`config.mk`:
```
export PLATFORM = sky130hd
export DESIGN_NAME = multicore_mem_arbiter
export DESIGN_NICKNAME = d
export VERILOG_FILES = /design/src/rtl/multicore_pkg.sv /design/src/rtl/rr_arbiter.sv /design/src/rtl/multicore_mem_arbiter.sv
export SDC_FILE = /design/constraint.sdc
export NUM_CORES = 1
export LEC_CHECK = 0
export ABC_AREA = 1
export CAP_MARGIN = 20
export CELL_PAD_IN_SITES_DETAIL_PLACEMENT = 0
export CELL_PAD_IN_SITES_GLOBAL_PLACEMENT = 1
export CORE_ASPECT_RATIO = 1.5
export CORE_MARGIN = 2
export CORE_UTILIZATION = 27
export DETAILED_ROUTE_END_ITERATION = 6
export GPL_ROUTABILITY_DRIVEN = 1
export HOLD_SLACK_MARGIN = 0.03
export PLACE_DENSITY = 0.81
export SLEW_MARGIN = 40
export SYNTH_ARGS = -nofsm -noshare
export SYNTH_HDL_FRONTEND = slang
export SYNTH_SLANG_ARGS = --single-unit
```
`constraint.sdc`:
```
create_clock -name clk -period 1.7 [get_ports clk]
set_input_delay 0.51 -clock clk [delete_from_list [all_inputs] [get_ports clk]]
set_output_delay 0.51 -clock clk [all_outputs]
set_load 0.005 [all_outputs]
```
`src/rtl/multicore_pkg.sv`:
```
// Shared types for the multicore memory arbiter: FSM state encoding, default sizing
// and the latched request record presented on the shared memory port.
package multicore_pkg;

    localparam int DEFAULT_N  = 2;
    localparam int DEFAULT_AW = 32;
    // picorv32 addresses are 32 bits, so the request record never needs more.
    localparam int MAX_AW     = 32;

    typedef enum logic [1:0] {
        IDLE  = 2'd0,
        ISSUE = 2'd1,
        RESP  = 2'd2
    } arb_state_e;

    typedef struct packed {
        logic              instr;
        logic [MAX_AW-1:0] addr;
        logic [31:0]       wdata;
        logic [3:0]        wstrb;
    } mem_req_t;

endpackage

```
`src/rtl/rr_arbiter.sv`:
```
// Combinational round-robin picker: the first requester at or after ptr wins,
// scanning upward and wrapping from N-1 back to 0.
module rr_arbiter
    import multicore_pkg::*;
#(
    parameter int N = DEFAULT_N
) (
    input  logic [N-1:0]         req,
    input  logic [$clog2(N)-1:0] ptr,
    output logic [N-1:0]         grant,
    output logic [$clog2(N)-1:0] idx,
    output logic                 any
);

    localparam int IW = $clog2(N);

    logic [IW-1:0] slot_s;

    // Scan the N slots in priority order and keep only the first hit.
    always_comb begin
        grant  = '0;
        idx    = '0;
        any    = 1'b0;
        slot_s = '0;
        for (int i = 0; i < N; i++) begin
            slot_s = IW'((int'(ptr) + i) % N);
            if (!any && req[slot_s]) begin
                grant[slot_s] = 1'b1;
                idx           = slot_s;
                any           = 1'b1;
            end else begin
                any = any;
            end
        end
    end

endmodule

```
`src/rtl/multicore_mem_arbiter.sv`:
```
// Shares one picorv32 native memory port among N cores: round-robin grant, a single
// transaction in flight, and fully registered outputs on both sides.
module multicore_mem_arbiter
    import multicore_pkg::*;
#(
    parameter int N  = DEFAULT_N,
    parameter int AW = DEFAULT_AW
) (
    input  logic                   clk,
    input  logic                   reset,
    input  logic [N-1:0]           core_valid,
    input  logic [N-1:0]           core_instr,
    input  logic [N-1:0][AW-1:0]   core_addr,
    input  logic [N-1:0][31:0]     core_wdata,
    input  logic [N-1:0][3:0]      core_wstrb,
    output logic [N-1:0]           core_ready,
    output logic [N-1:0][31:0]     core_rdata,
    output logic                   mem_valid,
    output logic                   mem_instr,
    output logic [AW-1:0]          mem_addr,
    output logic [31:0]            mem_wdata,
    output logic [3:0]             mem_wstrb,
    input  logic                   mem_ready,
    input  logic [31:0]            mem_rdata,
    output logic [$clog2(N)-1:0]   grant_id,
    output logic                   busy
);

    localparam int            IW    = $clog2(N);
    localparam logic [N-1:0]  ONE_N = N'(1);

    arb_state_e          state_r;
    logic [IW-1:0]       rr_ptr_r;
    logic [IW-1:0]       grant_id_r;
    mem_req_t            req_r;
    logic                mem_valid_r;
    logic [N-1:0]        core_ready_r;
    logic [N-1:0][31:0]  core_rdata_r;
    logic                busy_r;

    logic [N-1:0]        win_onehot_s;
    logic [IW-1:0]       win_idx_s;
    logic                win_any_s;
    mem_req_t            win_req_s;
    logic [IW-1:0]       next_ptr_s;

    rr_arbiter #(.N(N)) u_rr_arbiter (
        .req   (core_valid),
        .ptr   (rr_ptr_r),
        .grant (win_onehot_s),
        .idx   (win_idx_s),
        .any   (win_any_s)
    );

    // Pointer moves to the slot just after the core being served.
    assign next_ptr_s = (grant_id_r == IW'(N - 1)) ? '0 : grant_id_r + IW'(1);

    // One-hot AND-OR mux of the winning core's request fields.
    always_comb begin
        win_req_s = '0;
        for (int i = 0; i < N; i++) begin
            if (win_onehot_s[i]) begin
                win_req_s.instr = core_instr[i];
                win_req_s.addr  = MAX_AW'(core_addr[i]);
                win_req_s.wdata = core_wdata[i];
                win_req_s.wstrb = core_wstrb[i];
            end else begin
                win_req_s = win_req_s;
            end
        end
    end

    // Transaction FSM: grant in IDLE, hold the request in ISSUE, pulse the core in RESP.
    always_ff @(posedge clk) begin
        if (reset) begin
            state_r      <= IDLE;
            rr_ptr_r     <= '0;
            grant_id_r   <= '0;
            req_r        <= '0;
            mem_valid_r  <= 1'b0;
            core_ready_r <= '0;
            core_rdata_r <= '0;
            busy_r       <= 1'b0;
        end else begin
            case (state_r)
                IDLE: begin
                    core_ready_r <= '0;
                    if (win_any_s) begin
                        req_r       <= win_req_s;
                        grant_id_r  <= win_idx_s;
                        mem_valid_r <= 1'b1;
                        busy_r      <= 1'b1;
                        state_r     <= ISSUE;
                    end
                end
                ISSUE: begin
                    // The granted core keeps its slot even if it drops core_valid meanwhile.
                    if (mem_ready) begin
                        mem_valid_r                <= 1'b0;
                        core_ready_r               <= ONE_N << grant_id_r;
                        core_rdata_r[grant_id_r]   <= mem_rdata;
                        rr_ptr_r                   <= next_ptr_s;
                        state_r                    <= RESP;
                    end
                end
                RESP: begin
                    core_ready_r <= '0;
                    busy_r       <= 1'b0;
                    state_r      <= IDLE;
                end
                default: begin
                    mem_valid_r  <= 1'b0;
                    core_ready_r <= '0;
                    busy_r       <= 1'b0;
                    state_r      <= IDLE;
                end
            endcase
        end
    end

    assign mem_valid  = mem_valid_r;
    assign mem_instr  = req_r.instr;
    assign mem_addr   = req_r.addr[AW-1:0];
    assign mem_wdata  = req_r.wdata;
    assign mem_wstrb  = req_r.wstrb;
    assign core_ready = core_ready_r;
    assign core_rdata = core_rdata_r;
    assign grant_id   = grant_id_r;
    assign busy       = busy_r;

endmodule

```
==> results.json, run 1 <==
{
  "outcome": "complete, no violations",
  "initial_antenna_violation_count": 0,
  "htree_levels": 4,
  "fp.dieArea_mm2": 0.0246,
  "synthMostInstantiatedCell": "sky130_fd_sc_hd__nor2_1",
  "gr-max-usage-layer": "met2",
  "setup-violations-final": 0,
  "detailroute.via_count": 6913,
  "io_pins": 313,
  "synth-seq-cells": 141,
  "cts_root_buffer": "sky130_fd_sc_hd__clkbuf_16",
  "synth.distinct_cells": 18,
  "drv_cap": 0,
  "critPathCaptureType": "primary output",
  "postCtsSetupBuffers": 0,
  "worst_slew_slack_as_a_fraction_of_its_limit_pct": 67.4,
  "final_net_count": 1453,
  "num-fill-cells": 2425,
  "power.static_leakage_nw": 5.28,
  "synthesis.nets": 1156,
  "grt_use_met1_pct": 20.5,
  "clkSinkCount": 141,
  "grt.met3_usage_pct": 5.40,
  "final_max_slew_viol_count": 0,
  "layout-area-overhead-vs-synth_pct": 64.9,
  "floorplan.initialDensity_pct": 27.4,
  "drtAntennaViolNets": 0,
  "async_flop_share_pct": 0,
  "tightestPinTransition_ns": 0.490,
  "post_synth.cell_area_avg_um2": 6.42,
  "grt_setup_unrepaired": "no",
  "synth_ff_type": "sky130_fd_sc_hd__dfxtp_1",
  "crit_path_max_incr_delay_ns": 0.38,
  "place.gp.congestion": 0.804,
  "die_width_um": 129,
  "crit_path_start_kind": "flop",
  "fin_worst_hold_slack_ns": 0.455,
  "fin_crit_sh_pct": 92.9,
  "drtIter0Drc": 354,
  "critical_path_peak_fanout": 4,
  "critPathRequiredTime_ns": 1.19,
  "fraction_of_final_layout_cells_sized_beyond_drive_strength_1_pct": 6.27,
  "global_route.usage.total_pct": 18.7,
  "synth_area_leaders": "sky130_fd_sc_hd__dfxtp_1, sky130_fd_sc_hd__nor2_1, sky130_fd_sc_hd__nand2_1",
  "detail_route.wl_per_cell_um": 14.4,
  "number_of_enable_type_register_cells_in_the_synthesized_netlist": 0,
  "finalHoldViolCount": 0,
  "synth_top_area_share_pct": 44.8,
  "path_cells": "dlygate4sd2_1",
  "row_count": 68,
  "timing.setup.critical_path_class": "flop to primary output",
  "ir_worst_vdd_v": 0.000631,
  "clock_tree_from_tritoncts": "built",
  "drt_drc_violations_left": 0,
  "yosysSeqAreaShare_pct": 44.8,
  "grt_pass1_vias": 6819,
  "slowest_cell_on_the_critical_path": "sky130_fd_sc_hd__dfxtp_2",
  "cts_buffer_depth": 2,
  "timing.critical_path.max_delay_family": "flip-flops",
  "gr-total-overflow": 0,
  "clock_insertion_delay_worst_skew_ns": 0.43,
  "final_setup_skew_ns": 0.00930,
  "routed_wl_mm": 22.6,
  "cp_data_arrival_time_ns": 1.07,
  "finalCriticalPeriod_ns": 1.58,
  "path_buf_inv": 1,
  "post_synthesis_instance_area_mm2": 0.00629,
  "grtUsageMet2_pct": 33.5,
  "cts-buffers-inserted": 17,
  "post-synth-top-area-cell": "sky130_fd_sc_hd__dfxtp_1",
  "yosysWarnings": 0,
  "power.density_mw_per_mm2": 928,
  "grt_first_pass_wirelength_mm": 35.8,
  "stdcell_area_mm2": 0.0104,
  "floorplan.die.height_um": 191,
  "post-dp-hpwl_mm": 16.0,
  "postPlaceCellArea_mm2": 0.00993,
  "achievable-frequency_mhz": 633,
  "synth_common_cells": "sky130_fd_sc_hd__nor2_1, sky130_fd_sc_hd__nand2_1, sky130_fd_sc_hd__dfxtp_1",
  "clkTransAtPathRegs_ns": 0.06,
  "hold_path.class": "flop to flop",
  "antenna_cells": 0,
  "detailedRoute.firstPassIterationCount": 4,
  "postSynthCellCount": 981,
  "core_area_mm2": 0.0230,
  "input_output_buffers": 312,
  "setup_tns_ns": 0,
  "drt_via_density": 4.40,
  "finalCoreUtilization_pct": 45.2,
  "grt_max_degree": 96
}
[placed cells by master (no fill, tap or decap), types with 2 or more instances in the layout]
cell type and n:
sky130_fd_sc_hd__a21oi_1 35, sky130_fd_sc_hd__clkbuf_16 17, sky130_fd_sc_hd__inv_6 2, sky130_fd_sc_hd__dfxtp_1 132, sky130_fd_sc_hd__buf_4 15, sky130_fd_sc_hd__bufinv_16 3
sky130_fd_sc_hd__o21ai_0 11, sky130_fd_sc_hd__inv_1 107, sky130_fd_sc_hd__nand2_2 3, sky130_fd_sc_hd__nand2_1 236, sky130_fd_sc_hd__nor2_1 273, sky130_fd_sc_hd__nor2_4 3
sky130_fd_sc_hd__nand4_1 60, sky130_fd_sc_hd__clkbuf_8 2, sky130_fd_sc_hd__inv_2 2, sky130_fd_sc_hd__clkdlybuf4s50_1 172, sky130_fd_sc_hd__dlygate4sd2_1 138, sky130_fd_sc_hd__clkinvlp_4 5
sky130_fd_sc_hd__nand3_1 42, sky130_fd_sc_hd__dfxtp_2 9, sky130_fd_sc_hd__buf_12 16
[per-layer routing]
metal / vias up / routed length [um]
met1: 3065 / 8890
met4: 0 / 600
met5: - / 0
li1: 3597 / -
met3: 33 / 1450
met2: 218 / 11700
[registers in the layout, indices dropped and copies added (netlist names)]
| signal | cells |
|---|---|
| busy | 1 |
| core_rdata | 64 |
| core_ready | 2 |
| grant_id | 1 |
| mem_addr | 32 |
| mem_instr | 1 |
| mem_valid | 1 |
| mem_wdata | 32 |
| mem_wstrb | 4 |
| rr_ptr_r | 1 |
| state_r | 2 |
[path summary, 6_finish.rpt]
kind,start,end,slack (ns),cells after the start
worst max-delay path,grant_id$_SDFFE_PP0P_,grant_id,0.12,1
worst min-delay path,core_rdata[44]$_SDFFE_PP0P_,core_rdata[44]$_SDFFE_PP0P_,0.46,2
worst max register to register,state_r[1]$_SDFFE_PP0P_,mem_addr[20]$_SDFFE_PP0P_,0.27,6
worst min register to register,core_rdata[44]$_SDFFE_PP0P_,core_rdata[44]$_SDFFE_PP0P_,0.46,2
[layout make-up]
type / instances / area (um^2) / area share [%]
clock buffer: 20 / 457 / 4.40
multi-input combinational: 666 / 2800 / 27.0
clock inverter: 12 / 159 / 1.53
sequential: 141 / 2830 / 27.3
timing repair buffer: 342 / 3370 / 32.4
inverter: 110 / 413 / 3.98
tap: 280 / 350 / 3.37
[cells by family after synthesis]
logic type / Yosys count / synth area share (%)
DFF: 141 / 44.8
AOI/OAI and AO/OA: 48 / 3.86
buffers and inverters: 174 / 10.7
and+or+nand+nor: 618 / 40.6
[where the power goes]
group	internal, mW	switching [mW]	total (mW)	leakage (nW)
Sequential	3.57	0.128	3.70	1.16
Combinational	1.02	1.02	2.03	3.84
Clock	2.39	1.51	3.90	0.285
[metrics by stage]
step           power (mW)  setup slack (ns)  std cells
6_report             9.63             0.121       1571
5_1_grt              10.2            0.0684       1571
4_1_cts              9.79            0.0902       1571
3_5_place_dp         6.00            -0.217       1539
3_3_place_gp         5.99            -0.217       1539
2_1_floorplan        4.67             0.250        981
[timing repair]
item | CTS | global route
endpoints found under the hold margin | 0 | 0
setup endpoints to repair | 138 | 0
resized for setup | 147 | 0
hold buffers | 0 | 0
Power figures use the tool's default switching activity.
==> inputs of run 2 (changes only) <==
Settings changed: CORE_ASPECT_RATIO 1.5 to 1.4.
==> run 2 against run 1 <==
  * Largest cell class unchanged
  * Combinational power hardly changed
  * Largest power group is now sequential cells
  * Fmax is 1.3% higher
  * Highest routed layer is now met5
  * Setup slack gained 0.020 ns
  * Power fell by 3.5%
  * Critical path depth stayed put
  * Critical path type unchanged
==> results.json, run 2 (synthesized netlist as in run 1, its figures left out) <==
{
  "post-dp-hpwl_mm": 16.0,
  "postCtsSetupBuffers": 0,
  "cts_buffer_depth": 2,
  "ir_worst_vdd_v": 0.000643,
  "drt_drc_violations_left": 0,
  "cts_root_buffer": "sky130_fd_sc_hd__clkbuf_16",
  "fraction_of_final_layout_cells_sized_beyond_drive_strength_1_pct": 7.82,
  "postPlaceCellArea_mm2": 0.00992,
  "slowest_cell_on_the_critical_path": "sky130_fd_sc_hd__dfxtp_1",
  "num-fill-cells": 2460,
  "final_cells": 1599,
  "initial_antenna_violation_count": 2,
  "clkSinkCount": 141,
  "mostFrequentLayoutCells": "sky130_fd_sc_hd__nor2_1, sky130_fd_sc_hd__nand2_1, sky130_fd_sc_hd__clkdlybuf4s50_1",
  "drtIter0Drc": 253,
  "seq_area_mm2": 0.00286,
  "htree_levels": 4,
  "clock_tree_from_tritoncts": "built",
  "clkTransAtPathRegs_ns": 0.06,
  "grt_max_degree": 64,
  "gr-max-usage-layer": "met2",
  "cp_data_arrival_time_ns": 1.05,
  "power.static_leakage_nw": 5.25,
  "clock_insertion_delay_worst_skew_ns": 0.42,
  "routed_wl_mm": 22.7,
  "power.density_mw_per_mm2": 899,
  "global_route.usage.total_pct": 18.2,
  "fin_worst_hold_slack_ns": 0.456,
  "grt_first_pass_wirelength_mm": 35.5,
  "gr-total-overflow": 0,
  "finalCriticalPeriod_ns": 1.56,
  "critPathCaptureType": "primary output",
  "fin_crit_sh_pct": 91.7,
  "die_width_um": 133,
  "input_output_buffers": 312,
  "drt_via_density": 4.38,
  "fp.dieArea_mm2": 0.0246,
  "timing.critical_path.max_delay_family": "flip-flops",
  "floorplan.die.height_um": 185,
  "setup-violations-final": 0,
  "final_net_count": 1454,
  "final_setup_skew_ns": 0.00698,
  "timing.setup.critical_path_class": "flop to primary output",
  "grt_setup_unrepaired": "no",
  "drv_cap": 0,
  "achievable-frequency_mhz": 641,
  "crit_path_start_kind": "flop",
  "detail_route.wl_per_cell_um": 14.2,
  "largest_reg_flops": 64,
  "numPlacedInstances": 1566,
  "floorplan.initialDensity_pct": 27.3,
  "detailroute.via_count": 7010,
  "path_buf_inv": 1,
  "tightestPinTransition_ns": 0.405,
  "multi_input_combinational_cell_area_mm2": 0.00280,
  "finalCoreUtilization_pct": 44.9,
  "detailedRoute.firstPassIterationCount": 4,
  "grt.met3_usage_pct": 5.53,
  "grtUsageMet2_pct": 32.7,
  "critical_path_peak_fanout": 2,
  "grt_use_met1_pct": 20.7,
  "critPathRequiredTime_ns": 1.19,
  "drtAntennaViolNets": 0,
  "crit_path_max_incr_delay_ns": 0.34,
  "outcome": "complete, no violations",
  "final_max_slew_viol_count": 0,
  "place.gp.congestion": 0.756,
  "layout.cells.most_common": "sky130_fd_sc_hd__nor2_1",
  "io_pins": 313,
  "grt_pass1_vias": 6663,
  "core_area_mm2": 0.0230,
  "stdcell_area_mm2": 0.0103,
  "worst_slew_slack_as_a_fraction_of_its_limit_pct": 73.0,
  "hold_path.class": "flop to flop",
  "row_count": 66,
  "layout-area-overhead-vs-synth_pct": 64.3,
  "finalHoldViolCount": 0,
  "cts-buffers-inserted": 17,
  "path_cells": "dlygate4sd2_1"
}
==> run 2: metrics by stage <==
step                      total power, mW  TNS (ns)  worst slack, ns
after floorplan                      4.67         0            0.250
after global placement               5.97    -20.19           -0.200
after detailed placement             5.99    -25.11           -0.259
after CTS                            9.45         0            0.110
after global routing                 9.83         0           0.0430
final                                9.30         0            0.141
==> run 2: final cells by class <==
type / count / share of cell area (%)
antenna: 1 / 0.0242
sequential: 141 / 27.6
multi-input combinational: 666 / 27.1
clock inverter: 14 / 1.15
inverter: 110 / 3.99
timing repair buffer: 343 / 32.2
clock buffer: 18 / 4.25
tap: 306 / 3.70
==> run 2: final timing paths <==
kind                          startpoint                     endpoint  slack [ns]  cells after the start
min          core_rdata[44]$_SDFFE_PP0P_  core_rdata[44]$_SDFFE_PP0P_        0.46                      2
max           mem_wdata[17]$_SDFFE_PP0P_                mem_wdata[17]        0.14                      1
max reg2reg      state_r[1]$_SDFFE_PP0P_   mem_wdata[29]$_SDFFE_PP0P_        0.31                      7
min reg2reg  core_rdata[44]$_SDFFE_PP0P_  core_rdata[44]$_SDFFE_PP0P_        0.46                      2
==> run 2: report_power, final <==
group          internal [mW]  total (mW)  switching, mW  leakage [nW]
clock network           1.95        3.58           1.63         0.265
registers               3.57        3.70          0.129          1.17
logic                   1.01        2.02           1.01          3.82
total                   6.53        9.30           2.77          5.25
==> run 2: repair_timing <==
action | CTS | global route
hold buffers | 0 | 0
gates resized for setup | 165 | 0
setup endpoints to repair | 138 | 0
==> run 2: metal layers <==
| layer | vias to the layer above | wire (um) |
|---|---|---|
| li1 | 3610 | - |
| met5 | - | 16 |
| met3 | 29 | 1590 |
| met4 | 2 | 471 |
| met1 | 3153 | 9050 |
| met2 | 216 | 11600 |
